$ cat config.mk
export PLATFORM = sky130hd
export DESIGN_NAME = keyseq_responder
export DESIGN_NICKNAME = d
export VERILOG_FILES = /design/src/rtl/keyseq_responder.sv
export SDC_FILE = /design/constraint.sdc
export NUM_CORES = 1
export LEC_CHECK = 0
export ABC_AREA = 0
export CORE_MARGIN = 2
export CORE_UTILIZATION = 30
export CTS_BUF_LIST = sky130_fd_sc_hd__clkbuf_8
export DETAILED_ROUTE_END_ITERATION = 8
export SLEW_MARGIN = 20
export SYNTH_ARGS = -nofsm -noshare
export SYNTH_HDL_FRONTEND = slang
export SYNTH_SLANG_ARGS = --single-unit
export TNS_END_PERCENT = 30
$ cat constraint.sdc
create_clock -name clk -period 2.1 [get_ports clk]
set_input_delay 0.315 -clock clk [delete_from_list [all_inputs] [get_ports clk]]
set_output_delay 0.315 -clock clk [all_outputs]
set_load 0.02 [all_outputs]
$ cat src/rtl/keyseq_responder.sv
// Bus-keyed LFSR responder: locked/sync/run FSM gated by an address-nibble unlock sequence.
// Optional idle relock is compiled in with `define KEYSEQ_TIMEOUT_EN.
module keyseq_responder #(
    parameter int                 STATE_W    = 8,
    parameter logic [STATE_W-1:0] TAPS       = 8'hB8,
    parameter logic [STATE_W-1:0] SEED       = 8'h01,
    parameter int                 DATA_W     = 2,
    parameter logic [3:0]         START_NIB  = 4'hA,
    parameter int                 UNLOCK_LEN = 4,
    parameter int                 TIMEOUT    = 1024
) (
    input  logic              clk,
    input  logic              rst,
    input  logic              bus_stb,
    input  logic              bus_sel,
    input  logic              bus_rnw,
    input  logic [3:0]        bus_addr,
    output logic              rd_oe,
    output logic [DATA_W-1:0] rd_data,
    output logic              unlocked
);

    typedef enum logic [1:0] {LOCK, SYNC, RUN} state_t;

    localparam logic [3:0] LAST_MATCH = 4'(UNLOCK_LEN - 1);

    if (STATE_W < 6 || DATA_W < 1 || DATA_W > STATE_W || SEED == '0 ||
        UNLOCK_LEN < 1 || UNLOCK_LEN > 15 || TIMEOUT < 1) begin : g_bad_params
        $error("keyseq_responder: illegal parameter combination");
    end

    state_t             state, state_nxt;
    logic [STATE_W-1:0] s, s_nxt;
    logic [3:0]         cnt, cnt_nxt;
    logic               qr, qw, expire;

    function automatic logic [STATE_W-1:0] lfsr_nxt(input logic [STATE_W-1:0] x);
        return {x[STATE_W-2:0], ^(x & TAPS)};
    endfunction

    // An all-zero LFSR would stick forever, so any zero result reloads the seed.
    function automatic logic [STATE_W-1:0] zguard(input logic [STATE_W-1:0] x);
        return (x == '0) ? SEED : x;
    endfunction

    function automatic logic [DATA_W-1:0] resp_of(input logic [STATE_W-1:0] x);
        logic [STATE_W-1:0] rt;
        logic [DATA_W-1:0]  r;
        rt = TAPS;
        r  = '0;
        for (int i = 0; i < DATA_W; i++) begin
            r[i] = ^(x & rt);
            rt   = {rt[STATE_W-2:0], rt[STATE_W-1]};
        end
        return r;
    endfunction

    assign qr = bus_stb & bus_sel & bus_rnw;
    assign qw = bus_stb & bus_sel & ~bus_rnw;

`ifdef KEYSEQ_TIMEOUT_EN
    localparam int IDLE_W = $clog2(TIMEOUT + 1);

    logic [IDLE_W-1:0] idle;

    // A qualified access in the expiry cycle wins over the timeout.
    assign expire = (state != LOCK) && !(qr || qw) && (idle == IDLE_W'(TIMEOUT - 1));

    always_ff @(posedge clk) begin
        if (rst || qr || qw || state == LOCK || expire) begin
            idle <= '0;
        end else begin
            idle <= idle + 1'b1;
        end
    end
`else
    assign expire = 1'b0;
`endif

    always_comb begin
        state_nxt = state;
        s_nxt     = s;
        cnt_nxt   = cnt;
        case (state)
            LOCK: begin
                if (qr && bus_addr == START_NIB) begin
                    state_nxt = SYNC;
                    s_nxt     = SEED;
                    cnt_nxt   = '0;
                end
            end
            SYNC: begin
                if (qr && bus_addr == s[3:0]) begin
                    s_nxt   = zguard(lfsr_nxt(s));
                    cnt_nxt = cnt + 4'd1;
                    if (cnt == LAST_MATCH) begin
                        state_nxt = RUN;
                    end
                end else if (qr || qw) begin
                    state_nxt = LOCK;
                    s_nxt     = SEED;
                    cnt_nxt   = '0;
                end
            end
            RUN: begin
                if (qr) begin
                    s_nxt = zguard(lfsr_nxt(s) ^ STATE_W'(bus_addr));
                end else if (qw && bus_addr == 4'hF) begin
                    state_nxt = LOCK;
                    s_nxt     = SEED;
                end
            end
            default: begin
                state_nxt = LOCK;
                s_nxt     = SEED;
                cnt_nxt   = '0;
            end
        endcase
        if (expire) begin
            state_nxt = LOCK;
            s_nxt     = SEED;
            cnt_nxt   = '0;
        end
    end

    always_ff @(posedge clk) begin
        if (rst) begin
            state <= LOCK;
            s     <= SEED;
            cnt   <= '0;
        end else begin
            state <= state_nxt;
            s     <= s_nxt;
            cnt   <= cnt_nxt;
        end
    end

    assign rd_oe    = bus_sel & bus_rnw;
    assign rd_data  = (state == LOCK) ? '0 : resp_of(s);
    assign unlocked = (state == RUN);

endmodule

; Word level (Yosys, flattened, before mapping)
; Cells that the tools add are included.
[op_classes]
n_reduce_logical = 12
n_eq_ne = 12
n_mux = 20
bitwise_logic = 7
n_addsub = 1
[ops]
columns = operator, count
row1 = $mux 8, 7
row2 = $pmux 8 s3, 1
row3 = $logic_not 8->1, 2
row4 = $reduce_xor 8->1, 2
row5 = $mux 2, 7
row6 = $mux 4, 3
row7 = $pmux 4 s3, 1
row8 = $eq 4x4->1 const B, 2
row9 = $xor 8x4->8, 1
row10 = $ne 3x3->1 const B, 2
row11 = $pmux 2 s3, 1
row12 = $reduce_and 3->1, 2
row13 = $reduce_and 5->1, 1
row14 = $add 4x1->4 const B, 1
row15 = $and 1x1->1, 4
row16 = $eq 4x2->1 const B, 1
row17 = $eq 4x4->1, 1
row18 = $ne 2x2->1 const B, 2
row19 = $logic_and 1x1->1, 3
row20 = $ne 3x1->1 const B, 1
row21 = $eq 2x1->1 const B, 1
row22 = $eq 2x2->1 const B, 1
row23 = $logic_not 2->1, 1
row24 = $ne 2x1->1 const B, 1
row25 = 2 further kinds, 3
[word_totals]
regBits = 14
wordCells = 55
output_inout_bits = 4

; Longest topological paths before layout
[logic_depth]
depth_word = 6
mapped_depth = 8
ltp_nobuf = 7

; Worst setup path before layout
; OpenSTA, ideal clock, no wires.
[synth_path]
path_type = register to register
start = reg s[4]
end = reg s[0]
slack_ps = 347
arrival_time_ps = 1675
setup_ps = 79
path_stages_with_launch = 6
path_cell_list = dfxtp_1 or4_1 or4_1 o21ai_1 a21oi_1 a32oi_1
[synth_between]
elab_chain_cells = 6
word_cells_on_any_way = 9
[synth_lines]
columns = element, line
row1 = "start, declared", 33  ; logic [STATE_W-1:0] s, s_nxt;
row2 = "start signal, assigned", 133  ; s <= s_nxt;
row3 = $reduce_xor 8->1, 38  ; return {x[STATE_W-2:0], ^(x & TAPS)};
row4 = $xor 8x4->8, 107  ; s_nxt = zguard(lfsr_nxt(s) ^ STATE_W'(bus_addr));
row5 = $logic_not 8->1, 43  ; return (x == '0) ? SEED : x;
row6 = $mux 8, 43
row7 = $mux 8, 106  ; if (qr) begin
row8 = $pmux 8 s3 (*), 84  ; case (state)
; Every way passes the cells marked *; elsewhere a longest branch is shown, timed or not.
; A chain may end at the register's enable or synchronous reset.

; Final worst setup path
[layout_path]
start = reg state[0]
end = out rd_data[1]
[layout_between]
elab_chain_cells = 2
[layout_lines]
columns = element, line
row1 = "start, declared", 32  ; state_t state, state_nxt;
row2 = "start signal, assigned", 132  ; state <= state_nxt;
row3 = $logic_not 2->1, 139  ; assign rd_data = (state == LOCK) ? '0 : resp_of(s);
row4 = $mux 2, 139
row5 = "end, declared", 19  ; output logic [DATA_W-1:0] rd_data,
; Every way passes these cells.

==> parameters.txt <==
Parameter                              Value

Clocking
  Num Clock Sinks ... 14
  Total clock buffers created by CTS ... 3
  Post-CTS setup-driven buffer insertion count ... 0
  Buffers from clock root to sink, at most ... 2
  Clock slew at reported path FFs ... 0.06 ns
  Clock latency of the later-clocked register in the worst-skew pair ... 0.25 ns
  CTS Root Buffer Type ... sky130_fd_sc_hd__clkbuf_8
  TritonCTS clock tree ... done
  CTS H-tree lvls ... 1

Critical path
  Nature of the critical path startpoint ... flip-flop
  Worst path cell trace ... inv_1, ha_1, nor2_1, clkdlybuf4s50_1
  Startpoint of the worst-slack reg-to-reg timing path ... s[4]
  Class of the most critical setup path ... reg -> out
  Crit path max-delay cell type ... sky130_fd_sc_hd__clkdlybuf4s50_1
  Worst setup slack for register-to-register paths ... 0.21 ns
  Biggest cell delay along the critical path ... 0.61 ns
  RR Endpoint ... s[0]
  WP buf/inv ... 2
  Worst EP arrival ... 1.70 ns
  Crit end category ... primary output
  Worst path top cell family by delay ... buffers and inverters
  Depth of the worst register-to-register path ... 5
  Crit path max fanout ... 5
  Required time of the critical path ... 1.78 ns

STA
  Transition time at the pin with the least slew margin ... 0.364 ns
  Fmax ... 495 MHz
  Final count of pins violating max slew ... 0
  Fin crit period ... 2.02 ns
  Setup skew after layout ... 0.00154 ns
  Relative slew slack ... 75.5%
  Hold Worst Slack ... 0.460 ns
  Final worst path period share ... 96.2%
  Final Setup Violations ... 0
  Count of final hold-check violations ... 0
  Total negative slack ... 0 ns
  RSZ-0062 raised after global routing ... no

Floorplan
  FP Rows ... 20
  Initial standard-cell utilization of the core ... 31.7%
  Chip Height ... 60.8 µm
  Ports placed on the boundary ... 13
  Core area ... 3050 µm²
  X dimension of the die ... 60.8 µm
  Die Area ... 3700 µm²

Cells and area
  Non-filler instance count after layout ... 188
  Fraction of final layout cells sized beyond drive strength 1 ... 10.4%
  Layout area overhead ... 28.7%
  Final Net Count ... 158
  Top library cells by usage in the layout, fill and taps aside ... sky130_fd_sc_hd__nand2_1, sky130_fd_sc_hd__dfxtp_1, sky130_fd_sc_hd__a21oi_1, sky130_fd_sc_hd__clkdlybuf4s50_1, sky130_fd_sc_hd__buf_4
  Most frequent standard cell in the layout excluding fill and tap cells ... sky130_fd_sc_hd__nand2_1
  Total inserted antenna cells ... 0

Drt
  Via count ... 976
  DRC Markers ... 0
  Pre-Repair DR Iteration Count ... 4
  Average via count per standard cell ... 5.19
  Iter 0 DRT Violations ... 59
  Post-Route WL ... 2470 µm
  Mean routed wirelength per cell ... 13.2 µm
  Number of nets with antenna violations after detailed routing ... 0

Hold path
  End point of the most critical hold path ... s[7]
  Depth of the worst hold-timing path ... 2
  Path class of the lowest-slack min-delay path ... reg -> reg
  Beginning of the worst hold path ... s[7]

Global routing
  Vias in the first global route ... 913
  Tot GR Track Use ... 15.0%
  Wire length of the first global-routing pass ... 4100 µm
  Number of antenna violations at the first check in global routing ... 0
  Maximum number of pins on one net before global-route repair ... 12
  Global route overflow ... 0

Synthesis
  Sequential element share of the synthesized area ... 28.9%
  Post-synth EDFFs ... 0
  Register bit count reported by yosys ... 14
  Net Count, Synth ... 139
  Post-Synthesis Mean Instance Area ... 7.69 µm²
  Most used flip-flop cell after synthesis ... sky130_fd_sc_hd__dfxtp_1
  Count of yosys warnings during synthesis ... 0
  Proportion of synthesized flip-flops having asynchronous set or reset ... 0%
  Count of distinct cell types in the synthesized netlist ... 34
  Cell area after technology mapping ... 968 µm²
  Cells after Synth ... 126

Power and ir drop
  PD cells ... 593 nW/µm²
  Peak supply drop ... 0.233 mV
  Leak pwr ... 0.437 nW

Place
  RePlAce Congestion ... 0.838
  Post-DP HPWL ... 1890 µm
  Count of buffers inserted at the top-level ports ... 12
  Cell Count Post-Placement ... 184

Outcome
  Run status ... finished, final reports clean

Run
  Number of violations of the max-capacitance limit ... 0
[cell type report]
cell class	instances	area [µm²]
repair buffers	21	186
well taps	44	55.1
flip-flops and latches	14	280
fillers	327	1810
clock buffers	4	55.1
multi-input cells	97	639
inverters	8	30.0
[worst max path at each step]
stage / startpoint / endpoint / cells past startpoint
after floorplan: s[4] / s[0] / 5
after global placement: bus_addr[1] / s[0] / 6
after detailed placement: bus_addr[3] / s[0] / 6
after CTS: s[5] / rd_data[1] / 4
after global routing: state[0] / rd_data[1] / 4
final: state[0] / rd_data[1] / 4
[flip-flops by register name (all words and copies together), names as in the netlist]
name,flops
state,2
s,8
cnt,4
[tightest hold or removal path, cell delays in order (launching register included)]
cell and delay [ns]:
sky130_fd_sc_hd__dfxtp_1 0.31, sky130_fd_sc_hd__nand2_1 0.05, sky130_fd_sc_hd__a21oi_1 0.05
[metal layers]
metal / GRT usage, % / share of wire [%] / up-vias
li1: - / - / 488
met1: 19.7 / 49 / 456
met2: 23.3 / 45 / 27
met3: 2.56 / 4.0 / 5
met4: 8.07 / 2.0 / 0
met5: 0 / 0 / -
[per-stage QoR]
step	total power, W	area [µm²]	setup WS, ns	util (%)
global placement	0.000464	1180	0.00820	38.8
detailed placement	0.000468	1180	0.00165	38.8
CTS	0.000741	1240	0.0251	40.6
global route	0.000772	1250	0.0000274	40.8
floorplan	0.000391	968	0.347	-
finish	0.000739	1250	0.0806	40.8
[cells in the mapped netlist (2+ instances only)]
cell / n / area, µm²
sky130_fd_sc_hd__xnor2_1: 7 / 61.3
sky130_fd_sc_hd__dfxtp_1: 14 / 280
sky130_fd_sc_hd__or4_1: 3 / 22.5
sky130_fd_sc_hd__nor4_1: 2 / 12.5
sky130_fd_sc_hd__ha_1: 4 / 50.1
sky130_fd_sc_hd__o31ai_1: 2 / 15.0
sky130_fd_sc_hd__and2_1: 2 / 12.5
sky130_fd_sc_hd__nand2_1: 16 / 60.1
sky130_fd_sc_hd__a21o_1: 3 / 22.5
sky130_fd_sc_hd__o2111ai_1: 4 / 35.0
sky130_fd_sc_hd__xor2_1: 6 / 52.6
sky130_fd_sc_hd__nor2_1: 5 / 18.8
sky130_fd_sc_hd__o32ai_1: 2 / 17.5
sky130_fd_sc_hd__a21oi_1: 12 / 60.1
sky130_fd_sc_hd__inv_1: 8 / 30.0
sky130_fd_sc_hd__clkbuf_1: 6 / 22.5
sky130_fd_sc_hd__o21ai_0: 5 / 25.0
sky130_fd_sc_hd__nand3_1: 4 / 20.0
sky130_fd_sc_hd__nand4_1: 6 / 37.5
[power breakdown]
| group | total [W] | switching (W) | internal, W |
|---|---|---|---|
| Sequential | 0.000274 | 0.00000395 | 0.000270 |
| Clock | 0.000275 | 0.000108 | 0.000167 |
| Combinational | 0.000190 | 0.000112 | 0.0000775 |
[repair_timing]
action,CTS,global route
resized for setup,1,1
gates cloned,0,0
hold buffers,0,0
endpoints found under the setup margin,1,1
hold endpoints to repair,0,0
[kinds of logic after synthesis]
group,Yosys count,share of synthesized area (%)
xor gates and xnor gates,13,11.8
buffers and inverters,15,5.81
and+or+nand+nor,45,24.6
muxes,1,1.03
DFF,14,28.9
AOI/OAI and AO/OA,34,22.7
adders and majority gates,4,5.17
No activity file was read; power rests on OpenSTA's default activity.
